### src/rtl/uart_tx.sv
// uart_tx -- FIFO-buffered 8N1 UART transmitter.
//
// Bytes written through wr_en/din land in a small circular FIFO. A four-state
// FSM (IDLE, START, DATA, STOP) pops the head into a shift register and sends
// it as 1 start bit, 8 data bits LSB first and 1 stop bit. Each bit lasts
// CLKS_PER_BIT clocks. A byte that is waiting when a stop bit ends is sent
// straight after it, with no idle cycle.
//
// Parameters
//   CLKS_PER_BIT  clocks per serial bit, 2..65535
//   FIFO_DEPTH    FIFO entries, power of two, 2..16
// Ports
//   clk    system clock, rising edge
//   rst_n  asynchronous active-low reset; aborts any frame and flushes the FIFO
//   wr_en  write strobe; one byte per asserted cycle
//   din    byte to send, taken when wr_en=1 and full=0
//   full   FIFO holds FIFO_DEPTH bytes; writes are dropped while high
//   empty  FIFO holds no bytes
//   busy   a frame is on the line
//   tx     serial output, idles high, driven from a flop
module uart_tx #(
  parameter int unsigned CLKS_PER_BIT = 5208,
  parameter int unsigned FIFO_DEPTH   = 4
) (
  input  logic       clk,
  input  logic       rst_n,
  input  logic       wr_en,
  input  logic [7:0] din,
  output logic       full,
  output logic       empty,
  output logic       busy,
  output logic       tx
);

  localparam int unsigned CNT_W  = $clog2(CLKS_PER_BIT);
  localparam int unsigned PTR_W  = $clog2(FIFO_DEPTH);
  localparam int unsigned FCNT_W = PTR_W + 1;

  localparam logic [CNT_W-1:0]  BIT_LAST = CNT_W'(CLKS_PER_BIT - 1);
  localparam logic [FCNT_W-1:0] DEPTH_C  = FCNT_W'(FIFO_DEPTH);

  // --------------------------------------------------------------------------
  // Transmit FIFO
  // --------------------------------------------------------------------------
  logic [FIFO_DEPTH-1:0][7:0] mem_q;
  logic [PTR_W-1:0]           wr_ptr_q, wr_ptr_d;
  logic [PTR_W-1:0]           rd_ptr_q, rd_ptr_d;
  logic [FCNT_W-1:0]          count_q, count_d;
  logic                       push, pop;
  logic [7:0]                 head;

  // full comes from the registered count. A pop in the same cycle therefore
  // does not make room for that cycle's write.
  assign full  = (count_q == DEPTH_C);
  assign empty = (count_q == '0);
  assign push  = wr_en && !full;
  assign head  = mem_q[rd_ptr_q];

  // Pointers wrap naturally because FIFO_DEPTH is a power of two.
  always_comb begin
    wr_ptr_d = wr_ptr_q;
    rd_ptr_d = rd_ptr_q;
    count_d  = count_q;
    if (push) wr_ptr_d = wr_ptr_q + PTR_W'(1);
    if (pop)  rd_ptr_d = rd_ptr_q + PTR_W'(1);
    case ({push, pop})
      2'b10:   count_d = count_q + FCNT_W'(1);
      2'b01:   count_d = count_q - FCNT_W'(1);
      default: count_d = count_q;
    endcase
  end

  always_ff @(posedge clk or negedge rst_n) begin
    if (!rst_n) begin
      mem_q    <= '0;
      wr_ptr_q <= '0;
      rd_ptr_q <= '0;
      count_q  <= '0;
    end else begin
      if (push) mem_q[wr_ptr_q] <= din;
      wr_ptr_q <= wr_ptr_d;
      rd_ptr_q <= rd_ptr_d;
      count_q  <= count_d;
    end
  end

  // --------------------------------------------------------------------------
  // Frame FSM
  // --------------------------------------------------------------------------
  typedef enum logic [1:0] {IDLE, START, DATA, STOP} state_e;

  state_e           state_q;
  logic [CNT_W-1:0] baud_q;
  logic [2:0]       idx_q;
  logic [7:0]       shift_q;
  logic             tx_q;
  logic             busy_q;
  logic             bit_end;

  assign bit_end = (baud_q == BIT_LAST);

  // Pop when leaving IDLE, or when a stop bit ends and another byte is waiting.
  // The pop and the shift-register load happen on the same edge.
  assign pop = !empty && ((state_q == IDLE) || (state_q == STOP && bit_end));

  always_ff @(posedge clk or negedge rst_n) begin
    if (!rst_n) begin
      state_q <= IDLE;
      baud_q  <= '0;
      idx_q   <= '0;
      shift_q <= '0;
      tx_q    <= 1'b1;
      busy_q  <= 1'b0;
    end else begin
      // tx and busy are registered copies of the current state. Both lag the
      // state by exactly one cycle. That lag gives the write-to-start latency
      // of two edges, and each bit still lasts CLKS_PER_BIT cycles on the line.
      case (state_q)
        IDLE:    begin tx_q <= 1'b1;           busy_q <= 1'b0; end
        START:   begin tx_q <= 1'b0;           busy_q <= 1'b1; end
        DATA:    begin tx_q <= shift_q[idx_q]; busy_q <= 1'b1; end
        STOP:    begin tx_q <= 1'b1;           busy_q <= 1'b1; end
        default: begin tx_q <= 1'b1;           busy_q <= 1'b0; end
      endcase

      // The baud counter restarts from zero at every bit boundary, so no
      // error builds up across bits or across frames.
      case (state_q)
        IDLE: begin
          baud_q <= '0;
          idx_q  <= '0;
          if (pop) begin
            shift_q <= head;
            state_q <= START;
          end
        end
        START: begin
          if (bit_end) begin
            baud_q  <= '0;
            idx_q   <= '0;
            state_q <= DATA;
          end else begin
            baud_q  <= baud_q + CNT_W'(1);
          end
        end
        DATA: begin
          if (bit_end) begin
            baud_q <= '0;
            idx_q  <= idx_q + 3'd1;
            if (idx_q == 3'd7) state_q <= STOP;
          end else begin
            baud_q <= baud_q + CNT_W'(1);
          end
        end
        STOP: begin
          if (bit_end) begin
            baud_q <= '0;
            idx_q  <= '0;
            if (pop) begin
              shift_q <= head;
              state_q <= START;
            end else begin
              state_q <= IDLE;
            end
          end else begin
            baud_q <= baud_q + CNT_W'(1);
          end
        end
        default: begin
          baud_q  <= '0;
          idx_q   <= '0;
          state_q <= IDLE;
        end
      endcase
    end
  end

  assign tx   = tx_q;
  assign busy = busy_q;

endmodule
### config.mk
export PLATFORM = sky130hd
export DESIGN_NAME = uart_tx
export DESIGN_NICKNAME = d
export VERILOG_FILES = /design/src/rtl/uart_tx.sv
export SDC_FILE = /design/constraint.sdc
export NUM_CORES = 1
export LEC_CHECK = 0
export ABC_AREA = 1
export CAP_MARGIN = 0
export CORE_MARGIN = 8
export CORE_UTILIZATION = 60
export CTS_BUF_LIST = sky130_fd_sc_hd__clkbuf_8
export DETAILED_ROUTE_END_ITERATION = 10
export GPL_ROUTABILITY_DRIVEN = 0
export PLACE_DENSITY = 0.86
export SYNTH_ARGS = -nofsm -noshare
export SYNTH_HDL_FRONTEND = slang
export SYNTH_SLANG_ARGS = --single-unit
### constraint.sdc
create_clock -name clk -period 4.57 [get_ports clk]
set_clock_uncertainty 0.1 [all_clocks]
set_input_delay 0.914 -clock clk [delete_from_list [all_inputs] [get_ports clk]]
set_output_delay 0.914 -clock clk [all_outputs]
set_load 0.01 [all_outputs]
==> out/qor_table.md, run 1 <==
| Group | Result | Value |
| --- | --- | --- |
| status | Run status | complete, no violations |
| timing | Final hold vios | 0 |
| power and ir drop | Fraction of power consumed by the clock network | 0.215 |
| clock network | Worst skew pair latency | 0.35 ns |
| critical path | Required time reported for the critical path endpoint | 3.56 ns |
| power and ir drop | Reported net switching power | 0.999 mW |
| power and ir drop | Sequential fraction of design power | 0.402 |
| detailed routing | Post-detailed-route DRC marker count | 0 |
| timing | Actual slew at the worst max-slew pin | 0.842 ns |
| yosys | Share of the synthesized area in the top cell type | 0.496 |
| yosys | Post-Synthesis Mean Instance Area | 8.80 µm² |
| power and ir drop | Worst VDD drop | 0.384 mV |
| timing | Minimum period implied by the final worst setup slack | 2.71 ns |
| global routing | Aggregate global routing overflow | 0 |
| finish | Final Core Density | 0.682 |
| yosys | Count of cell types in the netlist | 36 |
| timing | Timing-limited maximum frequency | 0.368 GHz |
| clock network | Post-cts resize count | 0 |
| critical path | Type of origin of the critical path | flip-flop |
| power and ir drop | Total power density per cell area | 672 nW/µm² |
| critical path | Data arrival at the endpoint of the critical path | 1.70 ns |
| power and ir drop | Leakage | 1.74 nW |
| global routing | First-pass GRT wire length | 10700 µm |
| yosys | Yosys top cell by area | sky130_fd_sc_hd__dfrtp_1 |
| global routing | Vias in the first global route | 2436 |
| critical path | Worst setup EP type | output port |
| clock network | TritonCTS clock tree | done |
| yosys | Total of warnings raised by yosys | 0 |
| critical path | Slack of the worst reg-to-reg path | 1.95 ns |
| finish | Net count, final | 421 |
| timing | Final worst-path cycle share | 0.594 |
| critical path | R2R Path End | count_q[2] |
| critical path | Chain of cells forming the critical path | nor3_4, clkdlybuf4s50_1 |
| yosys | Sequential area share after synthesis | 0.504 |
| floorplan | Core Box Area | 5440 µm² |
| floorplan | Initial standard-cell utilization of the core | 0.612 |
| clock network | Clock root cell | sky130_fd_sc_hd__clkbuf_8 |
| place | Port-buffer cells | 14 |
| critical path | Crit-path slowest cell | sky130_fd_sc_hd__clkdlybuf4s50_1 |
| critical path | FF-to-FF Start | state_q[0] |
| critical path | Largest driver fanout on the critical path | 4 |
| timing | Slew Limit Headroom | 0.439 |
| place | HPWL after detailed placement | 4330 µm |
| yosys | Post-synthesis sequential element count | 67 |
| finish | Antenna fix cells | 0 |
| critical path | Kind of critical path | reg2out |
| floorplan | Number of standard-cell rows in the floorplan | 27 |
| detailed routing | Remaining number of nets flagged by the antenna check after routing | 0 |
| run | Total of max-cap violations | 0 |
| timing | Worst Hold Margin | 0.374 ns |
| power and ir drop | Proportion of power drawn by combinational gates | 0.383 |
| critical path | CP peak stage delay | 0.59 ns |
| clock network | Post-CTS Repair Setup Buffers | 0 |
| timing | Unrepaired setup endpoints after global routing | false |
| yosys | Cells after Synth | 378 |
| hold path | Min-delay worst type | reg2reg |
| critical path | Cell count of the worst reg-to-reg path | 12 |
| finish | Layout overhead on the synthesized area | 11.5% |
| detailed routing | Routed wire length | 6190 µm |
| critical path | Critical path endpoint | full |
| clock network | Clock buffer depth | 2 |
| detailed routing | Mean routed wirelength per cell | 13.1 µm |
| yosys | Biggest area contributors in the synthesized netlist | sky130_fd_sc_hd__dfrtp_1 50%, sky130_fd_sc_hd__nand2_1 9.3%, sky130_fd_sc_hd__o21ai_0 5.6% |
| timing | Final setup vio count | 0 |
| power and ir drop | Internal | 1.49 mW |
| clock network | TritonCTS Sinks | 67 |
| clock network | Number of hold buffers added after cts | 0 |
| timing | Final number of max-transition violations | 0 |
| detailed routing | Initial detailed-routing violation count | 123 |
| clock network | Number of CTS-inserted buffers | 9 |
| finish | Number of filler cells placed in the layout | 419 |
| floorplan | Horizontal extent of the die | 90.5 µm |
| floorplan | Total Die Area | 8180 µm² |
| global routing | Number of antenna violations at the first check in global routing | 0 |
| detailed routing | Pre-Repair DR Iteration Count | 4 |
| clock network | Number of H-tree levels | 3 |
| yosys | Cell area after synthesis | 3330 µm² |
| clock network | Clock transition at the registers of the reported paths | 0.07 ns |
| finish | Ratio of cells with drive above 1 in the final layout | 0.107 |
| global routing | Total global routing track utilization | 0.161 |
| yosys | Synthesized netlist net count | 403 |
| detailed routing | Via total after detailed routing | 2513 |
| detailed routing | Post-DR vias/cell | 5.31 |
| power and ir drop | Switching share of power | 0.401 |
| floorplan | Ports | 15 |
| floorplan | Vert. Die Dim | 90.5 µm |
| critical path | Critical Path Source | count_q[1] |
| global routing | Maximum number of pins on one net before global-route repair | 39 |
| timing | Final sum of negative setup slack | 0 ns |
## routing by layer
metal,vias to the layer above,share of wire,global-route usage
met4,0,0.022,0.0929
met2,59,0.46,0.253
met1,1173,0.47,0.192
met3,11,0.045,0.0457
met5,-,0,0
li1,1270,-,-
## registers in the layout (all words and copies together) (netlist names)
register	count
mem_q	32
baud_q	13
shift_q	8
count_q	3
idx_q	3
rd_ptr_q	2
state_q	2
wr_ptr_q	2
busy	1
tx	1
## worst max-delay path: cells and delay by family (launching register included)
kind                   cells  cell delay (ns)
flip-flops                 1             0.45
AND/OR/NAND/NOR            1             0.31
buffers and inverters      1             0.59
## placed cells by master (no fill, tap or decap), drive strengths merged
cell	instances
dfstp	1
ha	13
o211ai	1
xnor2	1
xor2	6
clkdlybuf4s50	13
nand4	1
a31oi	1
a21oi	8
bufinv	2
nand3	20
clkinv	2
nor2	39
o21ai	64
and3	1
clkbuf	9
nor3b	1
inv	40
fa	1
o22ai	8
nand2	90
buf	2
dfrtp	66
nor3	8
clkinvlp	3
## kinds of logic after synthesis
group / share of synthesized area
DFF: 0.504
xor gates and xnor gates: 0.0184
and+or+nand+nor: 0.224
buffers and inverters: 0.0662
adders and majority gates: 0.0549
AOI/OAI and AO/OA: 0.132
## stage by stage
stage / instance area [µm²] / power, mW / std cells / setup slack (ns)
6_report: 3710 / 2.49 / 473 / 1.86
5_1_grt: 3710 / 2.70 / 473 / 1.72
3_3_place_gp: 3490 / 1.91 / 457 / 1.80
3_5_place_dp: 3490 / 1.97 / 457 / 1.73
4_1_cts: 3710 / 2.51 / 473 / 1.82
2_1_floorplan: 3330 / 1.74 / 378 / 2.13
## how the worst min path moves through the flow
stage / slack [ns] / cells past startpoint / to / start
floorplan: 0.34 / 2 / shift_q[4] / shift_q[4]
global placement: 0.35 / 2 / shift_q[4] / shift_q[4]
detailed placement: 0.36 / 2 / shift_q[6] / shift_q[6]
CTS: 0.38 / 2 / shift_q[6] / shift_q[6]
global route: 0.40 / 2 / shift_q[1] / shift_q[1]
finish: 0.37 / 2 / shift_q[6] / shift_q[6]
## synthesized netlist by cell type (all sizes together)
cell type and n:
nand2 90, fa 1, inv 40, nor3b 1, o21ai 64, dfstp 1
nor3 8, o211ai 1, and3 1, buf 8, dfrtp 66, nand3 20
xor2 6, ha 13, nor2 39, nand4 1, xnor2 1, a21oi 8
a31oi 1, o22ai 8
## power by group through the flow
| stage | logic [mW] | registers (mW) | clock network [mW] |
|---|---|---|---|
| 2_1_floorplan | 0.791 | 0.952 | 0 |
| 3_3_place_gp | 0.913 | 0.999 | 0 |
| 3_5_place_dp | 0.957 | 1.01 | 0 |
| 4_1_cts | 0.962 | 1.00 | 0.544 |
| 5_1_grt | 1.10 | 1.03 | 0.563 |
| 6_report | 0.956 | 1.00 | 0.535 |
## final cells by class
type	count	area [µm²]	area share
inverters	40	155	0.0418
clock buffers	9	124	0.0334
repair buffers	15	143	0.0384
clock inverters	7	92.6	0.0249
flip-flops and latches	67	1680	0.452
multi-input cells	263	1430	0.385
well taps	72	90.1	0.0243
No activity file was read; power rests on OpenSTA's default activity.
==> run 2: changes to the inputs <==
clock period = 2.5 ns   (was 4.57 ns; I/O delays follow)
==> run 2 against run 1 <==
- global-route usage rose by 0.97 points
- critical path depth unchanged
- die area unchanged
- final area up 2.8%
- register-to-register slack got worse by 1.8 ns
- core utilization grew 1.9 points
- critical endpoint is now empty
- largest power group is now combinational logic
==> out/qor_table.md, run 2 (synthesis results as in run 1) <==
| Group | Result | Value | vs previous |
| --- | --- | --- | --- |
| critical path | Type of origin of the critical path | flip-flop | unchanged |
| timing | Final worst-path cycle share | 0.945 |  |
| floorplan | Vert. Die Dim | 90.5 µm | unchanged |
| clock network | TritonCTS Sinks | 67 | unchanged |
| clock network | Number of hold buffers added after cts | 0 | unchanged |
| floorplan | Core Box Area | 5440 µm² | unchanged |
| finish | Most frequent cells in the layout | 82 x sky130_fd_sc_hd__nand2_1, 65 x sky130_fd_sc_hd__dfrtp_1, 37 x sky130_fd_sc_hd__o21ai_0 | was 82 x sky130_fd_sc_hd__nand2_1, 66 x sky130_fd_sc_hd__dfrtp_1, 37 x sky130_fd_sc_hd__o21ai_0 |
| timing | Unrepaired setup endpoints after global routing | true | was false |
| floorplan | Ports | 15 | unchanged |
| power and ir drop | Worst VDD drop | 0.864 mV | was 0.384 mV |
| global routing | Maximum number of pins on one net before global-route repair | 68 | was 39 |
| global routing | Vias in the first global route | 2534 | was 2436 |
| floorplan | Horizontal extent of the die | 90.5 µm | unchanged |
| power and ir drop | Internal | 2.99 mW | was 1.49 mW |
| critical path | Required time reported for the critical path endpoint | 1.90 ns | was 3.56 ns |
| timing | Actual slew at the worst max-slew pin | 0.517 ns | was 0.842 ns |
| timing | Timing-limited maximum frequency | 0.423 GHz |  |
| clock network | Clock transition at the registers of the reported paths | 0.07 ns | about the same |
| run | Total of max-cap violations | 0 | unchanged |
| global routing | Aggregate global routing overflow | 0 | unchanged |
| detailed routing | Via total after detailed routing | 2570 | was 2513 |
| place | Post-place setup slack | 0.0479 ns | was 1.73 ns |
| detailed routing | Initial detailed-routing violation count | 146 | was 123 |
| global routing | Total global routing track utilization | 0.170 | was 0.161 |
| hold path | Min-delay worst type | in2async | was reg2reg |
| power and ir drop | Reported net switching power | 1.85 mW | was 0.999 mW |
| detailed routing | Routed wire length | 6590 µm | was 6190 µm |
| finish | Final Core Density | 0.701 | was 0.682 |
| timing | Final hold vios | 0 | unchanged |
| finish | Filler-free cell count of the finished design | 478 | was 473 |
| power and ir drop | Leakage | 1.80 nW | was 1.74 nW |
| timing | Worst setup slack after layout | 0.139 ns | was 1.86 ns |
| critical path | Largest driver fanout on the critical path | 4 | unchanged |
| detailed routing | Post-detailed-route DRC marker count | 0 | unchanged |
| power and ir drop | Sequential fraction of design power | 0.374 | was 0.402 |
| timing | Final number of max-transition violations | 0 | unchanged |
| clock network | TritonCTS clock tree | done | unchanged |
| timing | Slew Limit Headroom | 0.655 | was 0.439 |
| place | Port-buffer cells | 14 | unchanged |
| timing | Final sum of negative setup slack | 0 ns | unchanged |
| timing | Minimum period implied by the final worst setup slack | 2.36 ns |  |
| clock network | Worst skew pair latency | 0.35 ns | about the same |
| finish | Most common cell after layout, fill and taps aside | sky130_fd_sc_hd__nand2_1 | unchanged |
| timing | Final setup vio count | 0 | unchanged |
| detailed routing | Post-DR vias/cell | 5.38 | was 5.31 |
| finish | Most flops, register | mem_q | unchanged |
| floorplan | Initial standard-cell utilization of the core | 0.612 | unchanged |
| finish | Net count, final | 426 | was 421 |
| finish | Ratio of cells with drive above 1 in the final layout | 0.128 | was 0.107 |
| power and ir drop | Total power density per cell area | 1270 nW/µm² | was 672 nW/µm² |
| critical path | Data arrival at the endpoint of the critical path | 1.76 ns | was 1.70 ns |
| finish | Max reg flops | 32 | unchanged |
| critical path | Kind of critical path | reg2out | unchanged |
| power and ir drop | Switching share of power | 0.382 | was 0.401 |
| power and ir drop | Proportion of power drawn by combinational gates | 0.387 | was 0.383 |
| clock network | Clock root cell | sky130_fd_sc_hd__clkbuf_8 | unchanged |
| clock network | Number of CTS-inserted buffers | 9 | unchanged |
| global routing | First-pass GRT wire length | 11300 µm | was 10700 µm |
| power and ir drop | Fraction of power consumed by the clock network | 0.239 | was 0.215 |
| detailed routing | Remaining number of nets flagged by the antenna check after routing | 0 | unchanged |
| finish | Largest registers | mem_q: 32 flops, baud_q: 13 flops, shift_q: 8 flops | unchanged |
| floorplan | Number of standard-cell rows in the floorplan | 27 | unchanged |
| detailed routing | Pre-Repair DR Iteration Count | 5 | was 4 |
| floorplan | Total Die Area | 8180 µm² | unchanged |
| global routing | Number of antenna violations at the first check in global routing | 0 | unchanged |
| finish | Layout overhead on the synthesized area | 14.7% | was 11.5% |
| place | HPWL after detailed placement | 4500 µm | was 4330 µm |
| place | Post-Place Cells | 460 | was 457 |
| detailed routing | Mean routed wirelength per cell | 13.8 µm | was 13.1 µm |
| clock network | Clock buffer depth | 2 | unchanged |
| status | Run status | complete, no violations | unchanged |
| clock network | Number of H-tree levels | 3 | unchanged |
| critical path | Slack of the worst reg-to-reg path | 0.14 ns | was 1.95 ns |
| finish | Antenna fix cells | 0 | unchanged |
| critical path | Worst setup EP type | output port | unchanged |
==> run 2: cell count changes in the layout (fill, tap and decap cells not counted), sizes merged <==
cell	change
buf	+5
inv	+2
clkinvlp	-3
clkinv	-1
bufinv	+2
==> run 2: metrics by stage <==
step / power (mW) / instance area [µm²] / hold slack [ns]
detailed placement: 3.64 / 3530 / 0.361
CTS: 4.83 / 3790 / 0.0647
finish: 4.84 / 3810 / 0.0559
global placement: 3.54 / 3530 / 0.358
floorplan: 3.19 / 3330 / 0.104
global route: 5.22 / 3810 / 0.0653
==> run 2: power groups by stage <==
stage | combinational [mW] | clock (mW) | sequential [mW]
3_3_place_gp | 1.75 | 0 | 1.79
6_report | 1.87 | 1.16 | 1.81
4_1_cts | 1.86 | 1.18 | 1.80
3_5_place_dp | 1.83 | 0 | 1.81
5_1_grt | 2.14 | 1.23 | 1.85
2_1_floorplan | 1.45 | 0 | 1.74
==> run 2: per-layer routing <==
metal / track usage / vias up / part of all wire
li1: - / 1280 / -
met5: 0 / - / 0
met3: 0.0574 / 13 / 0.049
met1: 0.189 / 1213 / 0.43
met2: 0.287 / 64 / 0.50
met4: 0.0777 / 0 / 0.019
==> run 2: final timing paths <==
kind                       startpoint          to  cells past startpoint
hold reg to reg            shift_q[6]  shift_q[6]                      2
max in group asynchronous       rst_n          tx                      2
setup reg to reg           state_q[0]  count_q[2]                     12
hold / removal                  rst_n   baud_q[5]                      2
min in group clk           shift_q[6]  shift_q[6]                      2
setup / recovery           count_q[1]       empty                      2
==> run 2: cell type report <==
type / instances / area (µm²)
multi-input combinational: 263 / 1440
timing repair buffer: 20 / 193
clock inverter: 7 / 133
clock buffer: 9 / 124
tap: 72 / 90.1
inverter: 40 / 155
fill: 392 / 1620
sequential: 67 / 1680
==> run 2: what timing repair did <==
| item | CTS | global route |
|---|---|---|
| endpoints found under the setup margin | 0 | 1 |
| setup buffers | 0 | 2 |
| resized for setup | 0 | 7 |
==> run 2: worst max-delay path, cell delays in order, from the launching register on <==
cell	delay, ns
sky130_fd_sc_hd__dfrtp_1	0.44
sky130_fd_sc_hd__nor3_2	0.35
sky130_fd_sc_hd__clkdlybuf4s50_1	0.62
